--- src/rtl/hazard_ctrl.sv ---
// Hazard controller for the 5-stage MIPS pipeline: Tuse/Tnew stall detection,
// forwarding-mux selects for D/E/M, and the HI/LO multiply/divide busy stall.
module hazard_ctrl #(
    parameter int MULT_CYC = 5,
    parameter int DIV_CYC  = 10
) (
    input  logic       clk,
    input  logic       reset,
    input  logic       flush,
    input  logic [1:0] Tuse_rs,
    input  logic [1:0] Tuse_rt,
    input  logic [1:0] TnewD,
    input  logic [4:0] A_rsD,
    input  logic [4:0] A_rtD,
    input  logic [4:0] AwriteD,
    input  logic       md_useD,
    input  logic       md_startE,
    input  logic       md_divE,
    output logic       stall,
    output logic       md_busy,
    output logic [1:0] fwd_rsD,
    output logic [1:0] fwd_rtD,
    output logic [1:0] fwd_rsE,
    output logic [1:0] fwd_rtE,
    output logic       fwd_rtM
);

    // E/M/W tracking entries; W.Tnew is always 0 so it is not stored.
    logic [4:0] r_e_aw;
    logic [1:0] r_e_tnew;
    logic [4:0] r_e_ars;
    logic [4:0] r_e_art;
    logic [4:0] r_m_aw;
    logic [1:0] r_m_tnew;
    logic [4:0] r_m_art;
    logic [4:0] r_w_aw;
    logic [3:0] r_md_cnt;

    logic w_hit_rs_e, w_hit_rs_m, w_hit_rt_e, w_hit_rt_m;
    logic w_stall_md, w_stall, w_md_busy;

    function automatic logic [1:0] dec(input logic [1:0] x);
        return (x == 2'd0) ? 2'd0 : x - 2'd1;
    endfunction

    function automatic logic hit(input logic [4:0] a, input logic [1:0] tuse,
                                 input logic [4:0] s_aw, input logic [1:0] s_tnew);
        return (a != 5'd0) && (a == s_aw) && (tuse != 2'd3) && (tuse < s_tnew);
    endfunction

    // M wins over W, and only once its result is ready (Tnew == 0).
    function automatic logic [1:0] fwd_sel(input logic [4:0] a, input logic [4:0] m_aw,
                                           input logic [1:0] m_tnew, input logic [4:0] w_aw);
        if (a == 5'd0)
            return 2'd0;
        else if (a == m_aw && m_tnew == 2'd0)
            return 2'd1;
        else if (a == w_aw)
            return 2'd2;
        else
            return 2'd0;
    endfunction

    assign w_hit_rs_e = hit(A_rsD, Tuse_rs, r_e_aw, r_e_tnew);
    assign w_hit_rs_m = hit(A_rsD, Tuse_rs, r_m_aw, r_m_tnew);
    assign w_hit_rt_e = hit(A_rtD, Tuse_rt, r_e_aw, r_e_tnew);
    assign w_hit_rt_m = hit(A_rtD, Tuse_rt, r_m_aw, r_m_tnew);

    assign w_md_busy  = md_startE | (r_md_cnt != 4'd0);
    assign w_stall_md = md_useD & w_md_busy;
    assign w_stall    = w_hit_rs_e | w_hit_rs_m | w_hit_rt_e | w_hit_rt_m | w_stall_md;

    assign stall   = w_stall;
    assign md_busy = w_md_busy;
    assign fwd_rsD = fwd_sel(A_rsD,   r_m_aw, r_m_tnew, r_w_aw);
    assign fwd_rtD = fwd_sel(A_rtD,   r_m_aw, r_m_tnew, r_w_aw);
    assign fwd_rsE = fwd_sel(r_e_ars, r_m_aw, r_m_tnew, r_w_aw);
    assign fwd_rtE = fwd_sel(r_e_art, r_m_aw, r_m_tnew, r_w_aw);
    assign fwd_rtM = (r_m_art != 5'd0) && (r_m_art == r_w_aw);

    // NOTE: sequential state uses non-blocking assignments so every stage
    // samples the pre-edge value of the stage before it.
    always_ff @(posedge clk or posedge reset) begin
        if (reset) begin
            r_e_aw   <= '0;
            r_e_tnew <= '0;
            r_e_ars  <= '0;
            r_e_art  <= '0;
            r_m_aw   <= '0;
            r_m_tnew <= '0;
            r_m_art  <= '0;
            r_w_aw   <= '0;
        end else if (flush) begin
            r_e_aw   <= '0;
            r_e_tnew <= '0;
            r_e_ars  <= '0;
            r_e_art  <= '0;
            r_m_aw   <= '0;
            r_m_tnew <= '0;
            r_m_art  <= '0;
            r_w_aw   <= '0;
        end else begin
            if (w_stall) begin
                r_e_aw   <= '0;
                r_e_tnew <= '0;
                r_e_ars  <= '0;
                r_e_art  <= '0;
            end else begin
                r_e_aw   <= AwriteD;
                r_e_tnew <= dec(TnewD);
                r_e_ars  <= A_rsD;
                r_e_art  <= A_rtD;
            end
            r_m_aw   <= r_e_aw;
            r_m_tnew <= dec(r_e_tnew);
            r_m_art  <= r_e_art;
            r_w_aw   <= r_m_aw;
        end
    end

    // The mult/div unit keeps running across a flush, so only reset clears it.
    always_ff @(posedge clk or posedge reset) begin
        if (reset)
            r_md_cnt <= '0;
        else if (md_startE)
            r_md_cnt <= md_divE ? 4'(DIV_CYC) : 4'(MULT_CYC);
        else if (r_md_cnt != 4'd0)
            r_md_cnt <= r_md_cnt - 4'd1;
    end

endmodule

--- config.mk ---
export PLATFORM = sky130hd
export DESIGN_NAME = hazard_ctrl
export DESIGN_NICKNAME = d
export VERILOG_FILES = /design/src/rtl/hazard_ctrl.sv
export SDC_FILE = /design/constraint.sdc
export NUM_CORES = 1
export LEC_CHECK = 0
export ABC_AREA = 0
export CAP_MARGIN = 40
export CORE_ASPECT_RATIO = 1.75
export CORE_UTILIZATION = 46
export CTS_CLUSTER_DIAMETER = 80
export DETAILED_ROUTE_END_ITERATION = 7
export GPL_TIMING_DRIVEN = 0
export PLACE_DENSITY = 0.67
export SETUP_SLACK_MARGIN = 0.1
export SLEW_MARGIN = 20
export SYNTH_ARGS = -nofsm -noshare
export SYNTH_HDL_FRONTEND = slang
export SYNTH_SLANG_ARGS = --single-unit
--- constraint.sdc ---
create_clock -name clk -period 2.55 [get_ports clk]
set_clock_uncertainty 0.15 [all_clocks]
set_input_delay 0.51 -clock clk [delete_from_list [all_inputs] [get_ports clk]]
set_output_delay 0.51 -clock clk [all_outputs]
set_load 0.02 [all_outputs]
* Word-level counts from Yosys, hierarchy flattened
Cells that the tools add are included.
** Cells by class
- Bitwise operators :: 6
- Mux-type cells :: 29
- $lt $le $gt $ge :: 4
- Reductions and logical operators :: 29
- Equality and inequality tests :: 13
- $add $sub $neg :: 3
** Operators by type and width (number)
- 5-bit equality test :: 11
- 5-bit 2-to-1 mux :: 9
- 2-bit 2-to-1 mux :: 17
- 5-bit logical NOT :: 4
- 1-bit logical AND :: 17
- 5-bit nonzero test :: 3
- 4-bit 2-to-1 mux :: 3
- 2-bit < comparator :: 4
- 2-bit logical NOT :: 3
- 1-bit bitwise OR :: 5
- 2-bit != test, second input constant :: 2
- 4-bit nonzero test :: 1
- 2-bit by 1-bit subtractor with 2-bit output, second input constant :: 2
- 4-bit by 1-bit subtractor with 4-bit output, second input constant :: 1
- 2-bit nonzero test :: 1
- 1-bit bitwise AND :: 1
** Storage, ports and cells
- Word-level logic and storage cells :: 93
- Output and inout port bits :: 11
- Register bits :: 38
- Input port bits :: 27

* Depth between registers and ports, before layout
Gate-level depths: netlist (run 1).
- Word-level depth :: 10
- Gate-level depth with buffers :: 7
- Gate-level depth less buffers :: 6

* Worst setup path after synthesis (run 1)
Ideal clock, no wire load.
- Kind :: input to output
- Start :: input A_rtD[0]
- End :: output stall
- Data arrival time :: 1.795 ns
- Data required time :: 1.890 ns
- Stages on the path :: 5
- Path slack :: 0.095 ns
- Path buffers :: 1
- Cells stage by stage :: buf_2 > xor2_1 > or4_1 > o21ai_2 > or2_2
** On the way
- Word-level cells in the longest chain between the ends :: 7
- Elaborated cells on any way between the ends :: 12
- Classes of those cells :: 2 x eq/ne; 3 x bitwise; 7 x reduce/logical
** Ends and longest elaborated chain
- start, declared :: line 14 : input logic [4:0] A_rtD,
- 5-bit equality test or 5-bit nonzero test (tied branches) :: line 48 : return (a != 5'd0) && (a == s_aw) && (tuse != 2'd3) && (tuse < s_tnew);
- 1-bit logical AND (3 in a row) :: line 48
- 1-bit bitwise OR :: line 71 : assign w_stall = w_hit_rs_e | w_hit_rs_m | w_hit_rt_e | w_hit_rt_m | w_stall_md;
- 1-bit bitwise OR (*) (2 in a row) :: line 71
- end, declared :: line 19 : output logic stall,
Every way passes the cells marked *; elsewhere a longest branch is shown, timed or not.

* Final worst setup path (run 1)
- Start :: input A_rsD[4]
- End :: output stall
** On the way
- Word-level cells in the longest chain between the ends :: 8
- Elaborated cells on any way between the ends :: 13
- Classes of those cells :: 2 x eq/ne; 4 x bitwise; 7 x reduce/logical
** Ends and longest elaborated chain
- start, declared :: line 13 : input logic [4:0] A_rsD,
- 5-bit equality test or 5-bit nonzero test (tied branches) :: line 48
- 1-bit logical AND (3 in a row) :: line 48
- 1-bit bitwise OR (*) (4 in a row) :: line 71
Marks and branches as above.

==> impl_metrics.env, run 1 <==
export IMPL_hold_crit_path_type="in2reg"
export IMPL_ioPinCount=38
export IMPL_maxCapViolations=0
export IMPL_yosys_register_bits=38
export IMPL_fmax_mhz=384
export IMPL_nNetsFinal=332
export IMPL_layout_drive_gt1_share_pct=30.7
export IMPL_syn_to_final_growth_pct=34.5
export IMPL_run_status="complete, but fails checks"
export IMPL_hold_path_cell_count=3
export IMPL_synth_net_count=277
export IMPL_yosys_top_cells_area="sky130_fd_sc_hd__dfrtp_1, sky130_fd_sc_hd__xor2_1, sky130_fd_sc_hd__xnor2_1, sky130_fd_sc_hd__nor4_2, sky130_fd_sc_hd__nor2b_1"
export IMPL_postLayoutSetupSlackWorst_ns=-0.0534
export IMPL_n_antenna_cell=0
export IMPL_critPathMaxFanout=4
export IMPL_worstHoldStart="A_rsD[2]"
export IMPL_synthFlopType="sky130_fd_sc_hd__dfrtp_1"
export IMPL_gr_usage_all_layers_pct=23.8
export IMPL_first_global_vias=1999
export IMPL_setup_viol=2
export IMPL_placed_cells=334
export IMPL_syn_area_um2=2410
export IMPL_share_of_total_power_consumed_by_net_switching_pct=28.4
export IMPL_areal_power_density_over_the_cells_nw_per_um2=549
export IMPL_combinational_family_with_the_most_area_after_synthesis="simple AND/OR/NAND/NOR gates"
export IMPL_portBuffers=35
export IMPL_cts_path_max_buffers=2
export IMPL_grt_setup_unrepaired="yes"
export IMPL_placeableCoreArea_um2=5020
export IMPL_yosys_mux_area_fraction_pct=0
export IMPL_met3RoutedLength_um=214
export IMPL_synth_avg_cell_area_um2=9.89
export IMPL_top_library_cells_by_usage_in_the_layout_fill_and_taps_aside="sky130_fd_sc_hd__xor2_1, sky130_fd_sc_hd__dfrtp_1, sky130_fd_sc_hd__buf_4"
export IMPL_slew_headroom_pct=53.0
export IMPL_synth_edff_count=0
export IMPL_timing_critical_path_required_ns=1.89
export IMPL_crit_start="A_rsD[4]"
export IMPL_setup_worst_path_end_class="output pin"
export IMPL_maxUsedRoutingLayer="met4"
export IMPL_placement_rows=34
export IMPL_grt_pass1_wl_um=9800
export IMPL_clkSinkCount=38
export IMPL_critical_path_max_stage_delay_ns=0.53
export IMPL_yosysTopAreaCell="sky130_fd_sc_hd__dfrtp_1"
export IMPL_min_period_ns=2.60
export IMPL_start_util_pct=48.1
export IMPL_dpl_instance_area_um2=2870
export IMPL_power_switching_mw=0.506
export IMPL_critical_path_slowest_cell="sky130_fd_sc_hd__or4_4"
export IMPL_synth_top_area_share_pct=39.4
export IMPL_synth_cell_types=38
export IMPL_yosys_area_share_simple_pct=25.9
export IMPL_yosys_area_share_xor_xnor_pct=20.3
export IMPL_power_report_internal_total_mw=1.28
export IMPL_die_area_um2=5550
export IMPL_detail_route_drc_violations=4
export IMPL_multi_input_area_um2=1400
export IMPL_route_antenna_remaining_nets=0
export IMPL_final_design_area_no_fill_um2=3250
export IMPL_place_detailed_hpwl_um=4370
export IMPL_vias_per_cell=5.39
export IMPL_initial_antenna_violation_count=0
export IMPL_worstMarginPinSlew_ns=0.705
export IMPL_power_frac_clock_pct=34.8
export IMPL_fillers=427
export IMPL_postSynth_asyncResetShare_pct=100
export IMPL_violations_in_the_final_reports="design-rule violations, negative setup slack"
export IMPL_dr_pass1_iters=6
export IMPL_overflow=0
export IMPL_synth_fa_ha_area_share_pct=3.11
export IMPL_largest_net_degree_at_the_start_of_global_routing=24
export IMPL_most_common_cell_after_layout_fill_and_taps_aside="sky130_fd_sc_hd__xor2_1"
export IMPL_synth_yosys_seq_area_share_pct=39.4
export IMPL_wl_met1_um=2270
export IMPL_clk_pin_slew_worst_paths_ns=0.08
export IMPL_met2RoutedLength_um=3560
export IMPL_seq_power_share_pct=39.4
export IMPL_tritoncts="done"
export IMPL_wire_per_inst_um=17.7
export IMPL_worst_supply_voltage_drop_on_vdd_v=0.000414
export IMPL_synth_compound_area_share_pct=4.46
export IMPL_final_max_slew_viol_count=0
export IMPL_insertion_delay_ns=0.29
export IMPL_worstSetupPathType="in2out"
export IMPL_place_gp_congestion=0.851
export IMPL_worst_endpoint_arrival_ns=1.94
export IMPL_p_leak_nw=1.56
export IMPL_critical_path_cell_chain="buf_8, or4_4, nor2_4, nand3b_4, o211ai_4, or2_4, buf_6"
export IMPL_chip_height_um=97.8
export IMPL_cts_root_buffer_cell="sky130_fd_sc_hd__clkbuf_8"
export IMPL_iter_0_drt_violations=53
export IMPL_ff2ff_path_depth=6
export IMPL_timing_critical_path_from_type="primary input"
export IMPL_register_area_um2=958
export IMPL_routed_via_count=1909
export IMPL_totalWireLength_um=6260
export IMPL_timing_hold_ws_ns=0.329
export IMPL_cts_hold_buffers=0
export IMPL_fin_cells=354
export IMPL_htree_levels=2
export IMPL_share_comb_of_total_power_pct=25.8
export IMPL_crit_reg2reg_launch="r_e_aw[4]"
export IMPL_preCtsSetupSlack_ns=-1.14
export IMPL_report_final_hold_viol_count=0
export IMPL_yosys_warning_count=0
export IMPL_fp_dieW_um=56.8
export IMPL_cts_buffers_inserted=5
export IMPL_number_of_standard_cells_after_synthesis=244
export IMPL_post_route_period_util_pct=102
## worst paths after layout
kind | end | slack [ns]
setup / recovery | stall | -0.05
hold / removal | r_e_ars[2] | 0.33
setup reg to reg | r_e_ars[2] | 0.41
hold reg to reg | r_md_cnt[0] | 0.39
max in group asynchronous | r_w_aw[3] | 1.43
min in group asynchronous | r_e_aw[4] | 0.36
## per-layer routing
layer / vias up / track usage [%]
met5: - / 0
li1: 917 / -
met1: 927 / 23.8
met2: 51 / 44.4
met4: 0 / 13.3
met3: 14 / 4.77
## final cells by class
class	instances	share of cell area, %
buffer	9	1.93
clock buffer	5	2.12
clock inverter	3	2.12
inverter	22	2.54
multi-input combinational	167	43.1
sequential	38	29.5
tap	54	2.08
timing repair buffer	56	16.5
## kinds of logic (layout without fill, tap and decap cells)
logic type	after synthesis	in the layout
fa+ha+maj	6	6
simple gates	91	91
xor+xnor	56	56
compound gates	14	14
buf+inv	39	95
flops	38	38
## sequential cells by signal, indices dropped and copies added (netlist names)
register / flops
r_e_ars: 5
r_e_art: 5
r_e_aw: 5
r_e_tnew: 2
r_m_art: 5
r_m_aw: 5
r_m_tnew: 2
r_md_cnt: 4
r_w_aw: 5
## Yosys cell counts, types with 2 or more instances
master	n
sky130_fd_sc_hd__nand2_1	8
sky130_fd_sc_hd__nand3_1	5
sky130_fd_sc_hd__or4_4	2
sky130_fd_sc_hd__nor2b_1	15
sky130_fd_sc_hd__xor2_1	38
sky130_fd_sc_hd__inv_1	22
sky130_fd_sc_hd__nand4_1	2
sky130_fd_sc_hd__ha_1	6
sky130_fd_sc_hd__or4_1	3
sky130_fd_sc_hd__and4_1	4
sky130_fd_sc_hd__nor4_2	8
sky130_fd_sc_hd__xnor2_1	18
sky130_fd_sc_hd__a21oi_1	5
sky130_fd_sc_hd__nor4_1	15
sky130_fd_sc_hd__clkbuf_1	12
sky130_fd_sc_hd__dfrtp_1	38
sky130_fd_sc_hd__buf_6	2
sky130_fd_sc_hd__nor2_1	13
sky130_fd_sc_hd__nand2b_1	3
sky130_fd_sc_hd__o21ai_0	3
sky130_fd_sc_hd__nor3_1	5
## through the flow
stage                     power [mW]  utilization [%]  setup TNS [ns]
after CTS                       1.76             62.5         -0.0725
after global placement          1.10             56.6           -7.30
final                           1.78             64.7         -0.0608
after floorplan                0.961                -               0
after global routing            1.87             64.7          -0.115
after detailed placement        1.11             57.1           -7.61
## power by group through the flow
stage / Sequential [mW] / Clock, mW / Combinational, mW
2_1_floorplan: 0.695 / 0 / 0.266
3_3_place_gp: 0.705 / 0 / 0.392
3_5_place_dp: 0.707 / 0 / 0.402
4_1_cts: 0.700 / 0.630 / 0.432
5_1_grt: 0.708 / 0.659 / 0.503
6_report: 0.702 / 0.620 / 0.460
## worst max-delay path, delay by kind of cell
family / cells / cell delay (ns)
AND/OR/NAND/NOR: 4 / 1.09
buffers and inverters: 2 / 0.23
AO/OA/AOI/OAI: 1 / 0.11
## timing repair
item                                   CTS  global route
endpoints found under the hold margin    0             0
resized for setup                      114            22
pin swaps                               18            18
buffers inserted                        14             6
setup endpoints to repair               21             8
(Power assumes the default switching activity.)
==> run 2: changes to the inputs <==
--- a/config.mk
+++ b/config.mk
@@ -11,7 +11,6 @@
 export CORE_UTILIZATION = 46
 export CTS_CLUSTER_DIAMETER = 80
 export DETAILED_ROUTE_END_ITERATION = 7
-export GPL_TIMING_DRIVEN = 0
 export PLACE_DENSITY = 0.67
 export SETUP_SLACK_MARGIN = 0.1
 export SLEW_MARGIN = 20
==> run 2 against run 1 <==
  * Critical path depth up 1
  * Die area unchanged
  * Combinational power up 5.0%
  * The flow still finishes with violations (design-rule violations, negative setup slack)
  * Clock power down 15%
  * Final cell count up 5.6%
  * Cell area up 4.5%
  * First-iteration DRC count down 1.9%
==> impl_metrics.env, run 2 (synthesis gave the netlist of run 1 again) <==
export IMPL_initial_antenna_violation_count=0
export IMPL_postLayoutSetupSlackWorst_ns=-0.000367
export IMPL_place_gp_congestion=0.943
export IMPL_portBuffers=37
export IMPL_slew_headroom_pct=66.9
export IMPL_maxCapViolations=0
export IMPL_clkSinkCount=38
export IMPL_run_status="complete, but fails checks"
export IMPL_route_antenna_remaining_nets=0
export IMPL_timing_critical_path_required_ns=1.89
export IMPL_fmax_mhz=392
export IMPL_worstSetupPathType="in2out"
export IMPL_final_max_slew_viol_count=0
export IMPL_grt_setup_unrepaired="yes"
export IMPL_iter_0_drt_violations=52
export IMPL_insertion_delay_ns=0.29
export IMPL_overflow=0
export IMPL_fillers=400
export IMPL_fp_dieW_um=56.8
export IMPL_cts_hold_buffers=0
export IMPL_total_power_mw=1.70
export IMPL_n_antenna_cell=0
export IMPL_wire_per_inst_um=16.6
export IMPL_worst_supply_voltage_drop_on_vdd_v=0.000429
export IMPL_routed_via_count=1967
export IMPL_worst_endpoint_arrival_ns=1.89
export IMPL_critPathMaxFanout=2
export IMPL_multi_input_area_um2=1440
export IMPL_worstMarginPinSlew_ns=0.496
export IMPL_p_leak_nw=1.68
export IMPL_layout_drive_gt1_share_pct=36.3
export IMPL_cts_path_max_buffers=2
export IMPL_htree_levels=2
export IMPL_areal_power_density_over_the_cells_nw_per_um2=501
export IMPL_hold_crit_path_type="reg2reg"
export IMPL_setup_worst_path_end_class="output pin"
export IMPL_top_library_cells_by_usage_in_the_layout_fill_and_taps_aside="sky130_fd_sc_hd__buf_4, sky130_fd_sc_hd__dfrtp_1, sky130_fd_sc_hd__xor2_1"
export IMPL_placeableCoreArea_um2=5020
export IMPL_largest_net_degree_at_the_start_of_global_routing=39
export IMPL_setup_viol=1
export IMPL_min_period_ns=2.55
export IMPL_timing_critical_path_from_type="primary input"
export IMPL_placement_rows=34
export IMPL_clk_pin_slew_worst_paths_ns=0.07
export IMPL_die_area_um2=5550
export IMPL_vias_per_cell=5.26
export IMPL_start_util_pct=48.1
export IMPL_nNetsFinal=353
export IMPL_violations_in_the_final_reports="design-rule violations, negative setup slack"
export IMPL_detail_route_drc_violations=4
export IMPL_totalWireLength_um=6220
export IMPL_chip_height_um=97.8
export IMPL_place_detailed_hpwl_um=4640
export IMPL_tritoncts="done"
export IMPL_grt_pass1_wl_um=10600
export IMPL_gr_usage_all_layers_pct=25.5
export IMPL_register_area_um2=952
export IMPL_syn_to_final_growth_pct=40.5
export IMPL_report_final_hold_viol_count=0
export IMPL_most_common_cell_after_layout_fill_and_taps_aside="sky130_fd_sc_hd__buf_4"
export IMPL_cts_root_buffer_cell="sky130_fd_sc_hd__clkbuf_8"
export IMPL_postLayoutCoreUtil_pct=67.5
export IMPL_post_route_period_util_pct=100
export IMPL_ioPinCount=38
export IMPL_cts_buffers_inserted=5
export IMPL_dr_pass1_iters=6
export IMPL_first_global_vias=2200
## run 2: cell count changes in the layout (fill, tap and decap cells not counted), sizes merged
cell / change
clkdlybuf4s50: -1
bufinv: -1
dlygate4sd2: +1
clkdlybuf4s15: +2
clkinv: -1
buf: +21
clkbuf: -1
## run 2: worst paths after layout
check	from	to	slack, ns	cells after the start
setup / recovery	Tuse_rt[1]	stall	-0.0004	8
hold / removal	r_e_tnew[0]	r_m_tnew[0]	0.33	1
setup reg to reg	r_m_aw[4]	r_e_art[2]	0.60	7
hold reg to reg	r_e_tnew[0]	r_m_tnew[0]	0.33	1
max in group asynchronous	reset	r_m_aw[4]	1.41	3
min in group asynchronous	reset	r_e_art[4]	0.48	3
## run 2: report_power, final
group          switching (mW)  leakage (nW)  internal [mW]
registers              0.0421         0.508          0.651
logic                   0.237          1.11          0.246
clock network           0.211        0.0573          0.313
## run 2: critical path, stage by stage
cell,delay [ns]
sky130_fd_sc_hd__dlygate4sd2_1,0.25
sky130_fd_sc_hd__buf_4,0.15
sky130_fd_sc_hd__ha_1,0.30
sky130_fd_sc_hd__a21oi_2,0.17
sky130_fd_sc_hd__nand4_2,0.15
sky130_fd_sc_hd__o211ai_4,0.10
sky130_fd_sc_hd__or2_4,0.16
sky130_fd_sc_hd__buf_6,0.11
## run 2: cell type report
| cell class | count | area share (%) |
|---|---|---|
| clock inverter | 1 | 0.886 |
| inverter | 22 | 2.44 |
| clock buffer | 6 | 2.44 |
| tap | 54 | 1.99 |
| timing repair buffer | 86 | 21.8 |
| sequential | 38 | 28.1 |
| multi-input combinational | 167 | 42.4 |
## run 2: what timing repair did
| action | CTS | global route |
|---|---|---|
| setup endpoints to repair | 11 | 9 |
| resized for setup | 99 | 25 |
| buffers inserted | 5 | 1 |
| pin swaps | 13 | 20 |
## run 2: stage by stage
step | area, µm² | hold WS, ns | worst slack [ns] | cells | setup TNS, ns
6_report | 3390 | 0.334 | -0.000367 | 374 | -0.000367
5_1_grt | 3390 | 0.353 | -0.0345 | 374 | -0.0496
4_1_cts | 3280 | 0.329 | -0.0389 | 373 | -0.0389
3_5_place_dp | 3110 | 0.321 | -0.869 | 361 | -5.11
3_3_place_gp | 3110 | 0.317 | -0.858 | 361 | -4.82
2_1_floorplan | 2420 | 0.296 | 0.123 | 244 | 0
## run 2: per-layer routing
metal	vias to the layer above	global-route usage [%]	wire, µm
li1	955	-	-
met4	0	12.4	192
met2	39	49.1	3650
met5	-	0	0
met1	960	26.2	2220
met3	13	3.18	150
==> run 3: changes to the inputs <==
--- a/config.mk
+++ b/config.mk
@@ -17,3 +17,4 @@
 export SYNTH_ARGS = -nofsm -noshare
 export SYNTH_HDL_FRONTEND = slang
 export SYNTH_SLANG_ARGS = --single-unit
+export TNS_END_PERCENT = 10
==> run 3 against run 2 <==
  * The run still ends with design-rule violations, negative setup slack left
  * Final cell count is 1.3% lower
  * Combinational power down 6.0%
  * Count of clock-buffer cells in the layout unchanged
  * Die area stayed put
  * Via count down 0.76%
  * Critical path type unchanged
  * Largest cell class unchanged
  * Clock power barely moved
  * Non-clock buffer count decreased by 5
  * Worst hold slack got worse by 0.0022 ns
  * Sequential power is essentially flat
==> impl_metrics.env, run 3 (synthesis gave the netlist of run 1 again) <==
export IMPL_start_util_pct=48.1
export IMPL_htree_levels=2
export IMPL_insertion_delay_ns=0.29
export IMPL_place_gp_congestion=0.943
export IMPL_areal_power_density_over_the_cells_nw_per_um2=516
export IMPL_clk_pin_slew_worst_paths_ns=0.07
export IMPL_timing_hold_ws_ns=0.331
export IMPL_detail_route_drc_violations=4
export IMPL_placed_cells=361
export IMPL_clkSinkCount=38
export IMPL_ioPinCount=38
export IMPL_final_design_area_no_fill_um2=3240
export IMPL_fp_dieW_um=56.8
export IMPL_timing_critical_path_from_type="primary input"
export IMPL_nNetsFinal=348
export IMPL_chip_height_um=97.8
export IMPL_wire_per_inst_um=16.6
export IMPL_slew_headroom_pct=67.2
export IMPL_most_common_cell_after_layout_fill_and_taps_aside="sky130_fd_sc_hd__buf_4"
export IMPL_layout_drive_gt1_share_pct=31.7
export IMPL_fillers=422
export IMPL_fin_cells=369
export IMPL_timing_critical_path_required_ns=1.89
export IMPL_largest_net_degree_at_the_start_of_global_routing=39
export IMPL_dpl_instance_area_um2=3110
export IMPL_maxCapViolations=0
export IMPL_p_leak_nw=1.63
export IMPL_cts_root_buffer_cell="sky130_fd_sc_hd__clkbuf_8"
export IMPL_tritoncts="done"
export IMPL_fmax_mhz=388
export IMPL_worstMarginPinSlew_ns=0.492
export IMPL_vias_per_cell=5.29
export IMPL_first_global_vias=2172
export IMPL_post_route_period_util_pct=101
export IMPL_report_final_hold_viol_count=0
export IMPL_placement_rows=34
export IMPL_n_antenna_cell=0
export IMPL_dr_pass1_iters=6
export IMPL_worst_supply_voltage_drop_on_vdd_v=0.000414
export IMPL_overflow=0
export IMPL_placeableCoreArea_um2=5020
export IMPL_syn_to_final_growth_pct=34.2
export IMPL_final_max_slew_viol_count=0
export IMPL_worstSetupPathType="in2out"
export IMPL_run_status="complete, but fails checks"
export IMPL_portBuffers=37
export IMPL_initial_antenna_violation_count=0
export IMPL_place_detailed_hpwl_um=4640
export IMPL_violations_in_the_final_reports="design-rule violations, negative setup slack"
export IMPL_ff2ff_path_depth=8
export IMPL_min_period_ns=2.57
export IMPL_gr_usage_all_layers_pct=25.2
export IMPL_cts_path_max_buffers=2
export IMPL_setup_viol=1
export IMPL_route_antenna_remaining_nets=0
export IMPL_postLayoutCoreUtil_pct=64.5
export IMPL_setup_worst_path_end_class="output pin"
export IMPL_fin_tns_setup_ns=-0.0240
export IMPL_grt_setup_unrepaired="yes"
export IMPL_totalWireLength_um=6120
export IMPL_grt_pass1_wl_um=10400
export IMPL_hold_crit_path_type="reg2reg"
export IMPL_worst_endpoint_arrival_ns=1.91
export IMPL_die_area_um2=5550
export IMPL_total_power_mw=1.67
export IMPL_routed_via_count=1952
export IMPL_cts_buffers_inserted=5
export IMPL_iter_0_drt_violations=48
export IMPL_postLayoutSetupSlackWorst_ns=-0.0240
export IMPL_critPathMaxFanout=3
export IMPL_hold_path_cell_count=1
export IMPL_top_library_cells_by_usage_in_the_layout_fill_and_taps_aside="sky130_fd_sc_hd__buf_4, sky130_fd_sc_hd__xor2_1, sky130_fd_sc_hd__dfrtp_1"
export IMPL_preCtsSetupSlack_ns=-0.869
## run 3: cell count changes in the layout (fill, tap and decap cells not counted), moves of 2 or more
cell	previous run	this run
sky130_fd_sc_hd__nor2_1	10	12
sky130_fd_sc_hd__xor2_2	4	0
sky130_fd_sc_hd__buf_6	12	4
sky130_fd_sc_hd__buf_2	5	8
sky130_fd_sc_hd__xor2_1	34	38
## run 3: worst max-delay path, stage by stage
cell and delay [ns]:
sky130_fd_sc_hd__dlygate4sd2_1 0.27, sky130_fd_sc_hd__ha_1 0.32, sky130_fd_sc_hd__a21oi_2 0.15, sky130_fd_sc_hd__buf_4 0.14, sky130_fd_sc_hd__nand3b_4 0.08, sky130_fd_sc_hd__o211ai_4 0.16
sky130_fd_sc_hd__or2_4 0.16, sky130_fd_sc_hd__buf_6 0.11
## run 3: per-layer routing
metal / wire length, µm / vias up / GRT usage, %
met2: 3550 / 43 / 48.4
met3: 146 / 17 / 3.31
met1: 2180 / 942 / 25.5
met4: 248 / 0 / 13.3
met5: 0 / - / 0
li1: - / 950 / -
## run 3: layout make-up
| class | instances | area, µm² | area share, % |
|---|---|---|---|
| Multi-Input combinational cell | 167 | 1360 | 42.0 |
| Tap cell | 54 | 67.6 | 2.09 |
| Sequential cell | 38 | 952 | 29.4 |
| Clock inverter | 1 | 30.0 | 0.927 |
| Timing Repair Buffer | 81 | 662 | 20.4 |
| Clock buffer | 6 | 82.6 | 2.55 |
| Inverter | 22 | 82.6 | 2.55 |
## run 3: repair_timing
item | 4_1_cts | 5_1_grt
cloned | 0 | 0
hold buffers | 0 | 0
setup buffers | 1 | 0
pin swaps | 14 | 8
gates resized for setup | 91 | 9
endpoints found under the setup margin | 11 | 8
## run 3: where the power goes
group	switching [mW]	total [mW]	internal [mW]	leakage [nW]
Combinational	0.226	0.454	0.228	1.07
Clock	0.210	0.523	0.313	0.0573
Sequential	0.0428	0.694	0.651	0.508
Total	0.479	1.67	1.19	1.63
## run 3: worst paths after layout
path / startpoint / to / slack (ns)
max: Tuse_rs[1] / stall / -0.02
min: r_e_tnew[0] / r_m_tnew[0] / 0.33
max reg2reg: r_m_tnew[1] / r_e_art[2] / 0.57
min reg2reg: r_e_tnew[0] / r_m_tnew[0] / 0.33
max in group asynchronous: reset / r_m_aw[4] / 1.41
min in group asynchronous: reset / r_e_art[4] / 0.47
==> RTL edit 1 (config.mk and constraints of run 3) <==
Reset style: synchronous (`reset`), changed in 2 clocked blocks.
--- a/src/rtl/hazard_ctrl.sv
+++ b/src/rtl/hazard_ctrl.sv
@@ -80,7 +80,7 @@
 
     // NOTE: sequential state uses non-blocking assignments so every stage
     // samples the pre-edge value of the stage before it.
-    always_ff @(posedge clk or posedge reset) begin
+    always_ff @(posedge clk) begin
         if (reset) begin
             r_e_aw   <= '0;
             r_e_tnew <= '0;
@@ -119,7 +119,7 @@
     end
 
     // The mult/div unit keeps running across a flush, so only reset clears it.
-    always_ff @(posedge clk or posedge reset) begin
+    always_ff @(posedge clk) begin
         if (reset)
             r_md_cnt <= '0;
         else if (md_startE)
Function: differs if reset is asserted again (counterexample within 4 cycles, from zero or initial values and one cycle with reset high); with reset held inactive, the same outputs for 10 cycles.
==> RTL edit 1 against run 3 <==
The run ends with setup timing left. Area after synthesis is 6.5% lower. Routed wire length is 5.8% lower. Sequential cell count stayed put. First-iteration DRC count is 33% lower. Sequential share of layout area is 4.8 points lower. Power is 16% lower. Design area is 3.4% lower. Worst setup slack worse by 0.086 ns. Critical path type unchanged. Largest cell class unchanged. Largest power group unchanged. Highest routed layer unchanged.
==> RTL edit 1: results (changes against run 3) <==
| Metric | Value |
|---|---|
| First-pass iteration count of the detailed router | 4 (-2) |
| Failing checks | setup timing |
| Initial antenna violation count | 0 (unchanged) |
| CTS root buf | clkbuf_8 |
| Final Wtd Congestion | 0.8311 (-12%) |
| Fill cells | 415 (-1.7%) |
| Global-route wire length before repair | 9142 µm (-12%) |
| Skew-Pair Late Insertion Delay | 0.29 ns (about the same) |
| GRT Util Overall | 24.99% (-0.24 points) |
| Post-synthesis sequential area ratio | 33.72% (-5.7 points) |
| Place WS | -0.8582 ns (+0.01079 ns) |
| Avg Cell Area, Syn | 9.096 µm² (-8.0%) |
| Post-route worst setup slack | -0.1096 ns (-0.08559 ns) |
| Power density over the cells | 447.2 nW/µm² (-13%) |
| Vias in the first global route | 2037 (-6.2%) |
| Commonest cells post-synth | 40 x xor2_1, 38 x dfxtp_1, 18 x nand2_1, 16 x xnor2_1 |
| Async set-reset flop share out of synthesis | 0% (-100 points) |
| Setup violations, final | 1 (unchanged) |
| N_diodes | 0 (unchanged) |
| Maximum VDD drop | 0.3920 mV (-5.2%) |
| Initial drt markers | 32 (-33%) |
| Largest net degree at the start of global routing | 33 (-15%) |
| Via density | 5.294 (about the same) |
| Reg area | 768.2 µm² (-19%) |
| Total negative setup slack | -0.1096 ns (-0.08559 ns) |
| Worst-Margin Slew | 0.3236 ns (-0.1681 ns) |
| Post-Syn Nets | 283 (+2.2%) |
| Clock-pin slew on the worst setup and hold paths | 0.07 ns (about the same) |
| Routed vias | 2001 (+2.5%) |
| Synth warn | 0 (unchanged) |
| Leak | 1.456 nW (-11%) |
| Share of cells above drive strength 1 | 33.44% (+1.7 points) |
| Yosys cell types | 38 (unchanged) |
| CTS Buf Count | 5 (unchanged) |
| Synth top area cells | dfxtp_1 34%, xor2_1 16%, xnor2_1 6.2% |
| Htree depth | 2 (unchanged) |
| IO Port Bufs | 37 (unchanged) |
| Status | finished with violations |
| DP Area | 2947 µm² (-5.3%) |
| Hold WC Path Type | register to register |
| DP Cell Count | 367 (+1.7%) |
| Critical path arrival | 2.00 ns (+0.09 ns) |
| CP Max Fanout | 3 (unchanged) |
| Drt wl/cell | 15.24 µm (-8.1%) |
| Final #Nets | 361 (+3.7%) |
| CTS Buffer Depth | 2 (unchanged) |
| DP HPWL | 4586 µm (-1.2%) |
RTL edit 1: cells by family after synthesis:
group           after synthesis  share of synthesized area [%]
simple gates                106                          28.40
xor+xnor                     56                          21.74
flops                        38                          33.72
buf+inv                      25                          5.768
compound gates               15                          5.935
fa+ha+maj                     8                          4.437
RTL edit 1: layout make-up:
class                      instances  share of cell area, %
clock buffer                       7                  2.441
timing repair buffer              88                  23.09
inverter                           8                 0.9604
tap                               52                  2.081
multi-input combinational        185                  46.86
sequential                        38                  24.57
RTL edit 1: path summary, 6_finish.rpt:
kind                                   from          end  slack, ns  depth (start not counted)
worst min-delay path            r_e_tnew[0]  r_m_tnew[0]       0.30                          1
worst min register to register  r_e_tnew[0]  r_m_tnew[0]       0.30                          1
worst max register to register  r_md_cnt[1]  r_e_tnew[1]       0.37                         11
worst max-delay path               A_rsD[2]        stall      -0.11                          7
RTL edit 1: report_power, final:
part	internal (mW)	switching (mW)	total [mW]	leakage, nW
Sequential	0.618	0.0229	0.641	0.311
Clock	0.188	0.198	0.386	0.0383
Combinational	0.195	0.176	0.371	1.11
Total	1.00	0.397	1.40	1.46
RTL edit 1: repair_timing:
action,4_1_cts,5_1_grt
endpoints found under the hold margin,0,0
pin swaps,16,14
buffers inserted,2,2
setup endpoints to repair,11,11
resized for setup,92,14
RTL edit 1: metal layers:
layer  track usage (%)  share of wire (%)  wire length (µm)  vias to the layer above
met5                 0                  0                 0                        -
met4             11.04                3.0               174                        0
met3             4.670                2.9               166                       13
met2             47.29                 57              3307                       45
met1             24.21                 37              2114                      954
li1                  -                  -                 -                      989
RTL edit 1: worst max-delay path, cell delays in order:
cell and delay [ns]:
clkdlybuf4s15_1 0.19, or4_4 0.55, nor2_4 0.16, buf_6 0.13, o31ai_4 0.07, or2_4 0.27
buf_6 0.13
==> RTL edit 2 (settings of run 3) <==
Without the edit above. Set the parameter `DIV_CYC` to 8 (it was 10).
--- a/src/rtl/hazard_ctrl.sv
+++ b/src/rtl/hazard_ctrl.sv
@@ -2,7 +2,7 @@
 // forwarding-mux selects for D/E/M, and the HI/LO multiply/divide busy stall.
 module hazard_ctrl #(
     parameter int MULT_CYC = 5,
-    parameter int DIV_CYC  = 10
+    parameter int DIV_CYC  = 8
 ) (
     input  logic       clk,
     input  logic       reset,
Behaviour: not the same (a bounded check fails within 10 cycles, from zero or initial values and one cycle with reset high).
==> RTL edit 2 against run 3 <==
Routed wire length up 1.6%. Non-clock buffer count up 1. Critical path type is now register to primary output. Power decreased by 0.12%. Largest cell class unchanged. Worst setup slack worse by 0.0097 ns. Combinational power up 15%. Sequential cell count unchanged. The flow still finishes with violations (DRC, setup timing). Area after synthesis up 3.0%. Register-to-register slack worse by 0.09 ns. Design area grew 2.5%.
==> RTL edit 2: results (changes against run 3) <==
| Metric | Value |
|---|---|
| Setup slack, reg-to-reg | 0.48 ns (-0.09 ns) |
| Area Overhead vs Synth | 33.47% |
| DP Cell Count | 363 (+0.55%) |
| P_int | 1.139 mW (-4.4%) |
| Failing checks | DRC, setup timing |
| Hold slack | 0.3971 ns (+0.06574 ns) |
| GRT Util Overall | 23.90% (-1.3 points) |
| Critical Path Start | r_m_aw[0] |
| Place WS | -0.7217 ns (+0.1473 ns) |
| Maximum VDD drop | 0.2707 mV (-35%) |
| Clock network area share | 2.753% (-0.72 points) |
| Critical-path top delay cell | dfrtp_2 |
| Residual DRC | 1 (-3) |
| Post-Syn Nets | 283 (+2.2%) |
| Clock-net power | 429 µW (-18%) |
| Commonest cells post-synth | 38 x dfrtp_1, 27 x xnor2_1, 27 x xor2_1, 21 x inv_1, 16 x nor2b_1 |
| Post-CTS setup repair buffer count | 3 (+2) |
| Seq. pwr | 721 µW (+3.9%) |
| M1 WL | 2290 µm (+5.0%) |
| Via density | 5.340 (+0.94%) |
| Hold Path Cell Cnt | 2 (+1) |
| Setup violations, final | 1 (unchanged) |
| Post-route worst setup slack | -0.03371 ns (-0.009698 ns) |
| Avg Cell Area, Syn | 9.945 µm² (+0.53%) |
| Status | finished with violations |
| Synth top area cells | dfrtp_1 38%, xnor2_1 9.5%, xor2_1 9.5% |
| Vias in the first global route | 2122 (-2.3%) |
| Fill cells | 450 (+6.6%) |
| Area occupied by multi-input gates | 1418 µm² (+4.1%) |
| Tap cell count | 55 (+1.9%) |
| Combinational power | 520 µW (+15%) |
| DP HPWL | 4628 µm (-0.33%) |
| Initial drt markers | 51 (+6.3%) |
| Reg area | 960.9 µm² (+0.92%) |
| Yosys cell types | 41 (+7.9%) |
| DP Area | 3112 µm² (about the same) |
[RTL edit 2: cell count changes in the layout (fill, tap and decap cells not counted), moves of 4 or more]
cell / change
xor2_1: -14
xnor2_1: +9
dlygate4sd2_1: +8
dfrtp_1: -7
dfrtp_2: +7
buf_2: -6
nand4_1: +6
nor2_1: -5
and4_1: -4
nor4_1: -4
[RTL edit 2: metal layers]
metal  GRT usage [%]  vias to the layer above
li1                -                      965
met1           23.87                      974
met2           45.89                       43
met3           3.641                       15
met4           11.82                        0
met5               0                        -
[RTL edit 2: cell families after synthesis]
kind of cell    synth area share (%)
compound gates                 4.530
buf+inv                        8.757
fa+ha+maj                      3.020
simple gates                   26.42
xor+xnor                       19.02
flops                          38.25
[RTL edit 2: worst min-delay path: cells and delay by family, from the launching register on]
family | cells | cell delay [ns]
DFF | 1 | 0.35
buffers and inverters | 1 | 0.12
and+or+nand+nor | 1 | 0.04
